$ cat config.mk
export PLATFORM = sky130hd
export DESIGN_NAME = sum_splitter
export DESIGN_NICKNAME = d
export VERILOG_FILES = /design/src/rtl/sum_split_pkg.sv /design/src/rtl/sum_split_skid.sv /design/src/rtl/sum_splitter.sv
export SDC_FILE = /design/constraint.sdc
export NUM_CORES = 1
export LEC_CHECK = 0
export CORE_UTILIZATION = 49
export DETAILED_ROUTE_END_ITERATION = 12
export GPL_TIMING_DRIVEN = 0
export PLACE_DENSITY = 0.91
export SLEW_MARGIN = 5
export SYNTH_ARGS = -nofsm -noshare
export SYNTH_HDL_FRONTEND = slang
export SYNTH_SLANG_ARGS = --single-unit
$ cat constraint.sdc
create_clock -name clk -period 3.35 [get_ports clk]
set_input_delay 0.67 -clock clk [delete_from_list [all_inputs] [get_ports clk]]
set_output_delay 0.67 -clock clk [all_outputs]
set_load 0.01 [all_outputs]
$ cat src/rtl/sum_split_pkg.sv
// sum_split_pkg
// Shared definitions for the sum splitter: default operand width, skid buffer
// state encoding, statistics counter width and a saturating increment helper.
package sum_split_pkg;

    localparam int SUM_SPLIT_DATA_W = 8;
    localparam int SUM_SPLIT_CNT_W  = 16;

    typedef enum logic [1:0] {
        ST_EMPTY = 2'd0,
        ST_ONE   = 2'd1,
        ST_TWO   = 2'd2
    } skid_state_e;

    // Increment that sticks at all-ones instead of wrapping.
    function automatic logic [SUM_SPLIT_CNT_W-1:0] sat_inc(
        input logic [SUM_SPLIT_CNT_W-1:0] cnt
    );
        if (&cnt) begin
            return cnt;
        end
        return cnt + 1'b1;
    endfunction

endpackage

$ cat src/rtl/sum_split_skid.sv
// sum_split_skid
// Two-entry skid buffer with registered outputs and a registered ready.
// Ports:
//   clk, rst            clock, synchronous active-high reset
//   in_valid_i/in_ready_o/in_data_i    upstream handshake and payload
//   out_valid_o/out_ready_i/out_data_o downstream handshake and payload
// out_data_o is held while out_valid_o=1 and out_ready_i=0. in_ready_o depends
// only on registered state, so there is no combinational out_ready->in_ready path.
module sum_split_skid
    import sum_split_pkg::*;
#(
    parameter int PAYLOAD_W = 9
) (
    input  logic                 clk,
    input  logic                 rst,
    input  logic                 in_valid_i,
    output logic                 in_ready_o,
    input  logic [PAYLOAD_W-1:0] in_data_i,
    output logic                 out_valid_o,
    input  logic                 out_ready_i,
    output logic [PAYLOAD_W-1:0] out_data_o
);

    skid_state_e          state_q, state_d;
    logic [PAYLOAD_W-1:0] out_q, out_d;
    logic [PAYLOAD_W-1:0] spare_q, spare_d;
    logic                 in_ready_q;
    logic                 accept;
    logic                 xfer;

    assign out_valid_o = (state_q != ST_EMPTY);
    assign in_ready_o  = in_ready_q;
    assign out_data_o  = out_q;

    // in_ready_q is 0 in TWO, so TWO never sees an accept.
    assign accept = in_valid_i & in_ready_q;
    assign xfer   = out_valid_o & out_ready_i;

    always_comb begin
        state_d = state_q;
        out_d   = out_q;
        spare_d = spare_q;
        case (state_q)
            ST_EMPTY: begin
                if (accept) begin
                    out_d   = in_data_i;
                    state_d = ST_ONE;
                end
            end
            ST_ONE: begin
                if (accept && xfer) begin
                    out_d = in_data_i;
                end else if (accept) begin
                    spare_d = in_data_i;
                    state_d = ST_TWO;
                end else if (xfer) begin
                    state_d = ST_EMPTY;
                end
            end
            ST_TWO: begin
                if (xfer) begin
                    out_d   = spare_q;
                    state_d = ST_ONE;
                end
            end
            default: begin
                state_d = ST_EMPTY;
            end
        endcase
    end

    always_ff @(posedge clk) begin
        if (rst) begin
            state_q    <= ST_EMPTY;
            out_q      <= '0;
            in_ready_q <= 1'b0;
        end else begin
            state_q    <= state_d;
            out_q      <= out_d;
            in_ready_q <= (state_d != ST_TWO);
        end
    end

    // The skid entry is only ever read in TWO, after being written, so it
    // needs no reset.
    always_ff @(posedge clk) begin
        spare_q <= spare_d;
    end

endmodule

$ cat src/rtl/sum_splitter.sv
// sum_splitter
// Recovers operand b from an adder result: b = sum_in - a_in. Results that do
// not fit in DATA_W unsigned bits are flagged with err_o and b_o forced to 0;
// flagged results still flow through the handshake like any other.
// Ports:
//   clk, rst                      clock, synchronous active-high reset
//   in_valid, in_ready            upstream handshake
//   sum_in [DATA_W:0], a_in       adder sum and known operand
//   out_valid, out_ready          downstream handshake
//   b_o [DATA_W-1:0], err_o       recovered operand and range error
// Optional (macro SUM_SPLIT_STATS_EN):
//   cnt_ok_o, cnt_err_o [15:0]    saturating counts of transferred results
//                                 with err=0 / err=1, cleared by rst
module sum_splitter
    import sum_split_pkg::*;
#(
    parameter int DATA_W = SUM_SPLIT_DATA_W
) (
    input  logic                       clk,
    input  logic                       rst,
    input  logic                       in_valid,
    output logic                       in_ready,
    input  logic [DATA_W:0]            sum_in,
    input  logic [DATA_W-1:0]          a_in,
    output logic                       out_valid,
    input  logic                       out_ready,
    output logic [DATA_W-1:0]          b_o,
`ifdef SUM_SPLIT_STATS_EN
    output logic [SUM_SPLIT_CNT_W-1:0] cnt_ok_o,
    output logic [SUM_SPLIT_CNT_W-1:0] cnt_err_o,
`endif
    output logic                       err_o
);

    logic signed [DATA_W+1:0] diff;
    logic                     err;
    logic [DATA_W-1:0]        b_val;
    logic [DATA_W:0]          out_payload;

    // Both operands zero-extended into a signed DATA_W+2 frame. A set sign
    // bit means diff<0; bit DATA_W set on a non-negative value means
    // diff > 2^DATA_W-1.
    assign diff  = $signed({1'b0, sum_in}) - $signed({2'b00, a_in});
    assign err   = diff[DATA_W+1] | diff[DATA_W];
    assign b_val = err ? '0 : diff[DATA_W-1:0];

    sum_split_skid #(
        .PAYLOAD_W (DATA_W + 1)
    ) u_skid (
        .clk         (clk),
        .rst         (rst),
        .in_valid_i  (in_valid),
        .in_ready_o  (in_ready),
        .in_data_i   ({err, b_val}),
        .out_valid_o (out_valid),
        .out_ready_i (out_ready),
        .out_data_o  (out_payload)
    );

    assign err_o = out_payload[DATA_W];
    assign b_o   = out_payload[DATA_W-1:0];

`ifdef SUM_SPLIT_STATS_EN
    logic [SUM_SPLIT_CNT_W-1:0] cnt_ok_q, cnt_ok_d;
    logic [SUM_SPLIT_CNT_W-1:0] cnt_err_q, cnt_err_d;
    logic                       xfer;

    assign xfer = out_valid & out_ready;

    always_comb begin
        cnt_ok_d  = cnt_ok_q;
        cnt_err_d = cnt_err_q;
        if (xfer) begin
            if (err_o) begin
                cnt_err_d = sat_inc(cnt_err_q);
            end else begin
                cnt_ok_d = sat_inc(cnt_ok_q);
            end
        end
    end

    always_ff @(posedge clk) begin
        if (rst) begin
            cnt_ok_q  <= '0;
            cnt_err_q <= '0;
        end else begin
            cnt_ok_q  <= cnt_ok_d;
            cnt_err_q <= cnt_err_d;
        end
    end

    assign cnt_ok_o  = cnt_ok_q;
    assign cnt_err_o = cnt_err_q;
`endif

endmodule

==> parameters.txt <==
Parameter                              Value

Clocking
  CTS tree ... yes
  CTS hold repair buffers ... 0
  Post-CTS setup buffer count ... 0
  Cell chosen for the clock root ... sky130_fd_sc_hd__clkbuf_4
  Max H-tree Level ... 1
  Number of gates resized after CTS ... 0
  Clock Sink Count ... 21
  Clock Pin Slew Worst Setup and Hold Paths ... 0.11 ns
  Number of clock buffers inserted by TritonCTS ... 3
  Bufs on Longest Clock Path ... 2
  Worst-Skew Late Latency ... about 0.31 ns

Global routing
  Global-route wire length before repair ... 4700 µm
  Antenna violations before repair ... 0
  Vias in the first global route ... about 1100
  Maximum number of pins on one net before global-route repair ... 12
  Total global routing overflow ... 0
  Overall global routing resource usage ... 0.220

Die
  Die width ... around 54 µm
  Floorplan row count ... 18
  Die area ... roughly 3000 µm²
  Boundary Pins ... 32
  Core footprint ... approximately 2500 µm²
  Die boundary height ... between 50 and 60 µm
  Effective utilization at floorplan ... 0.530

Worst hold path
  Worst hold path depth ... 1
  Worst Hold Class ... flip-flop to flip-flop
  End point of the most critical hold path ... u_skid.out_data_o[1]$_SDFFE_PP0P_
  Hold_sp ... u_skid.out_data_o[1]$_SDFFE_PP0P_

Placement
  PortBufs ... 30
  Final weighted congestion of routability-driven global placement ... 0.732
  Final HPWL DP ... 2170 µm

Logic synthesis
  Proportion of register bits with asynchronous set or reset after synthesis ... 0
  Primary FF master, synth ... sky130_fd_sc_hd__dfxtp_1
  Leading cell types by count after synthesis ... 18 x sky130_fd_sc_hd__nor2_1, 17 x sky130_fd_sc_hd__a21oi_1, 12 x sky130_fd_sc_hd__dfxtp_1, 11 x sky130_fd_sc_hd__nand2_1, 10 x sky130_fd_sc_hd__inv_1
  Most frequent cell after synthesis ... sky130_fd_sc_hd__nor2_1
  Netlist Area Pre-Place ... about 1400 µm²
  Number of enable-type register cells in the synthesized netlist ... 9
  Share of synthesized area occupied by flip-flops and latches ... 0.378
  Gate count after technology mapping ... 145
  Library cells used by synthesis ... 43
  Post-synth top area cell ... sky130_fd_sc_hd__edfxtp_1
  Warnings from Yosys ... 0
  Avg Inst Size Synth ... 9.31 µm²
  Fraction of synthesized cell area taken by the top area cell type ... 0.200
  Syn nets ... 175
  Top post-synthesis cells by area ... sky130_fd_sc_hd__edfxtp_1 20%, sky130_fd_sc_hd__dfxtp_1 18%, sky130_fd_sc_hd__ha_1 7.4%
  Register bit total from synthesis ... 21

Setup path
  Slowest cell delay on critical path ... 0.46 ns
  Startpoint of the worst-slack reg-to-reg timing path ... u_skid.state_q[1]$_SDFF_PP0_
  Family with the most delay on the worst path ... compound AO/OA/AOI/OAI gates
  Type of element launching the critical path ... input pin
  Required @ worst endpoint ... roughly 3.6 ns
  WP data arrival ... 3.07 ns
  Worst Setup End Kind ... flip-flop
  Worst-case reg-to-reg path depth ... 7
  Critical path class ... input pin to flip-flop
  Worst-path fanout max ... 7
  Reg2Reg Setup Slack ... 1.62 ns
  Buf+Inv Stages, Crit Path ... 2
  RR Endpoint ... u_skid.out_data_o[7]$_SDFFE_PP0P_
  Critical-path top delay cell ... sky130_fd_sc_hd__clkdlybuf4s50_1
  Critical path cell sequence ... clkdlybuf4s50_1 > inv_1 > ha_1 > fa_1 > nor2b_4 > o31a_4 > o221a_2 > a21oi_4 > nor4b_1 > o22a_1

Detailed routing
  Aggregate routed wire length ... about 2800 µm
  Wire per inst ... between 10 and 15 µm
  DRC ... 0
  Number of violations reported at the end of detailed-routing iteration 0 ... 47
  DR vias ... around 1200
  Router iterations before antenna repair ... 4
  Number of antenna-violating nets in the routed design ... 0
  Routed via count divided by cell count ... 5.68

Timing
  Unrepaired setup endpoints after global routing ... false
  Transition time of the tightest slew-check pin ... 0.712 ns
  Time the worst path needs with I/O delays and setup ... 2.81 ns
  Sum Neg Setup Slack ... 0 ns
  Final setup violation count ... 0
  Final clock skew ... between 0.0007 and 0.0008 ns
  Tightest slew margin relative to the limit ... 0.524
  Hold Fails Final Rpt ... 0
  Post-route fraction of the period consumed by the critical path ... 0.838
  Peak Freq ... roughly 360 MHz
  Slew Limit Fails ... 0

Final layout
  Number of inserted diodes ... 0
  Fraction of layout cells with a size suffix above 1 ... 0.112
  Final nets ... 210
  Signed area change from the synthesized netlist to the final layout ... 27.0%

Job
  Number of maximum-capacitance violations ... 0

Pwr
  Power density cells ... between 300 and 400 nW/µm²
  Peak supply drop ... ~0.24 mV
  Leakage power summed over all cells ... 0.695 nW
  Sum of internal, switching and leakage power ... around 0.00065 W

Status
  Result of the run ... complete, no violations
==> flip-flops by register name, summed over array words and instances, names as in the netlist <==
register,cells
u_skid.out_data_o,9
u_skid.spare_q,9
u_skid.in_ready_o,1
u_skid.state_q,2
==> placed cells by master, fill, tap and decap left out, types with 2 or more instances in the layout <==
cell / synthesis / routed
sky130_fd_sc_hd__o21a_1: 2 / 2
sky130_fd_sc_hd__clkbuf_1: 2 / 3
sky130_fd_sc_hd__edfxtp_1: 9 / 9
sky130_fd_sc_hd__dfxtp_1: 12 / 12
sky130_fd_sc_hd__inv_1: 10 / 10
sky130_fd_sc_hd__a31oi_1: 2 / 2
sky130_fd_sc_hd__buf_2: 4 / 4
sky130_fd_sc_hd__clkdlybuf4s50_1: 0 / 30
sky130_fd_sc_hd__a21oi_1: 17 / 17
sky130_fd_sc_hd__ha_1: 8 / 8
sky130_fd_sc_hd__a21o_1: 2 / 2
sky130_fd_sc_hd__clkbuf_4: 0 / 3
sky130_fd_sc_hd__nand2_1: 11 / 11
sky130_fd_sc_hd__nand2b_1: 6 / 6
sky130_fd_sc_hd__o22a_1: 7 / 7
sky130_fd_sc_hd__xor2_1: 3 / 3
sky130_fd_sc_hd__nor4_1: 5 / 5
sky130_fd_sc_hd__nor2_1: 18 / 18
==> metrics by stage <==
| step | cells | setup slack (ns) | util | hold WS (ns) | cell area (µm²) |
|---|---|---|---|---|---|
| global route | 209 | 0.438 | 0.674 | 0.520 | 1710 |
| detailed placement | 205 | 0.238 | 0.663 | 0.473 | 1690 |
| finish | 209 | 0.543 | 0.674 | 0.496 | 1710 |
| global placement | 205 | 0.283 | 0.663 | 0.469 | 1690 |
| floorplan | 145 | 0.835 | - | 0.492 | 1350 |
| CTS | 209 | 0.549 | 0.674 | 0.500 | 1710 |
==> how the worst max path moves through the flow <==
stage,startpoint,end,cells after the start
CTS,sum_in[0],u_skid.out_data_o[4]$_SDFFE_PP0P_,10
floorplan,sum_in[0],u_skid.spare_q[4]$_DFFE_PP_,9
detailed placement,sum_in[0],u_skid.spare_q[4]$_DFFE_PP_,10
global route,sum_in[0],u_skid.out_data_o[2]$_SDFFE_PP0P_,10
finish,sum_in[0],u_skid.out_data_o[4]$_SDFFE_PP0P_,10
global placement,a_in[2],u_skid.spare_q[4]$_DFFE_PP_,9
==> power by group <==
part,total [W],internal [W],switching (W)
Combinational,0.000225,0.000118,0.000107
Clock,0.000124,0.0000465,0.0000776
Sequential,0.000298,0.000289,0.00000922
==> cell families after synthesis <==
group	synth area share
and+or+nand+nor	0.226
AOI/OAI and AO/OA	0.224
adders and majority gates	0.0890
buffers and inverters	0.0565
DFF	0.378
xor gates and xnor gates	0.0260
==> routing by layer <==
metal / vias up / track usage / share of wire
met3: 6 / 0.0167 / 0.038
li1: 595 / - / -
met1: 554 / 0.265 / 0.44
met5: - / 0 / 0
met2: 32 / 0.400 / 0.51
met4: 0 / 0.0855 / 0.016
==> area by class of cell <==
class	instances	area [µm²]
fillers	198	831
multi-input cells	107	763
flip-flops and latches	21	510
repair buffers	30	300
plain buffers	7	38.8
inverters	10	37.5
well taps	30	37.5
clock buffers	4	26.3
Note: power is estimated with default switching activity, not from simulation.
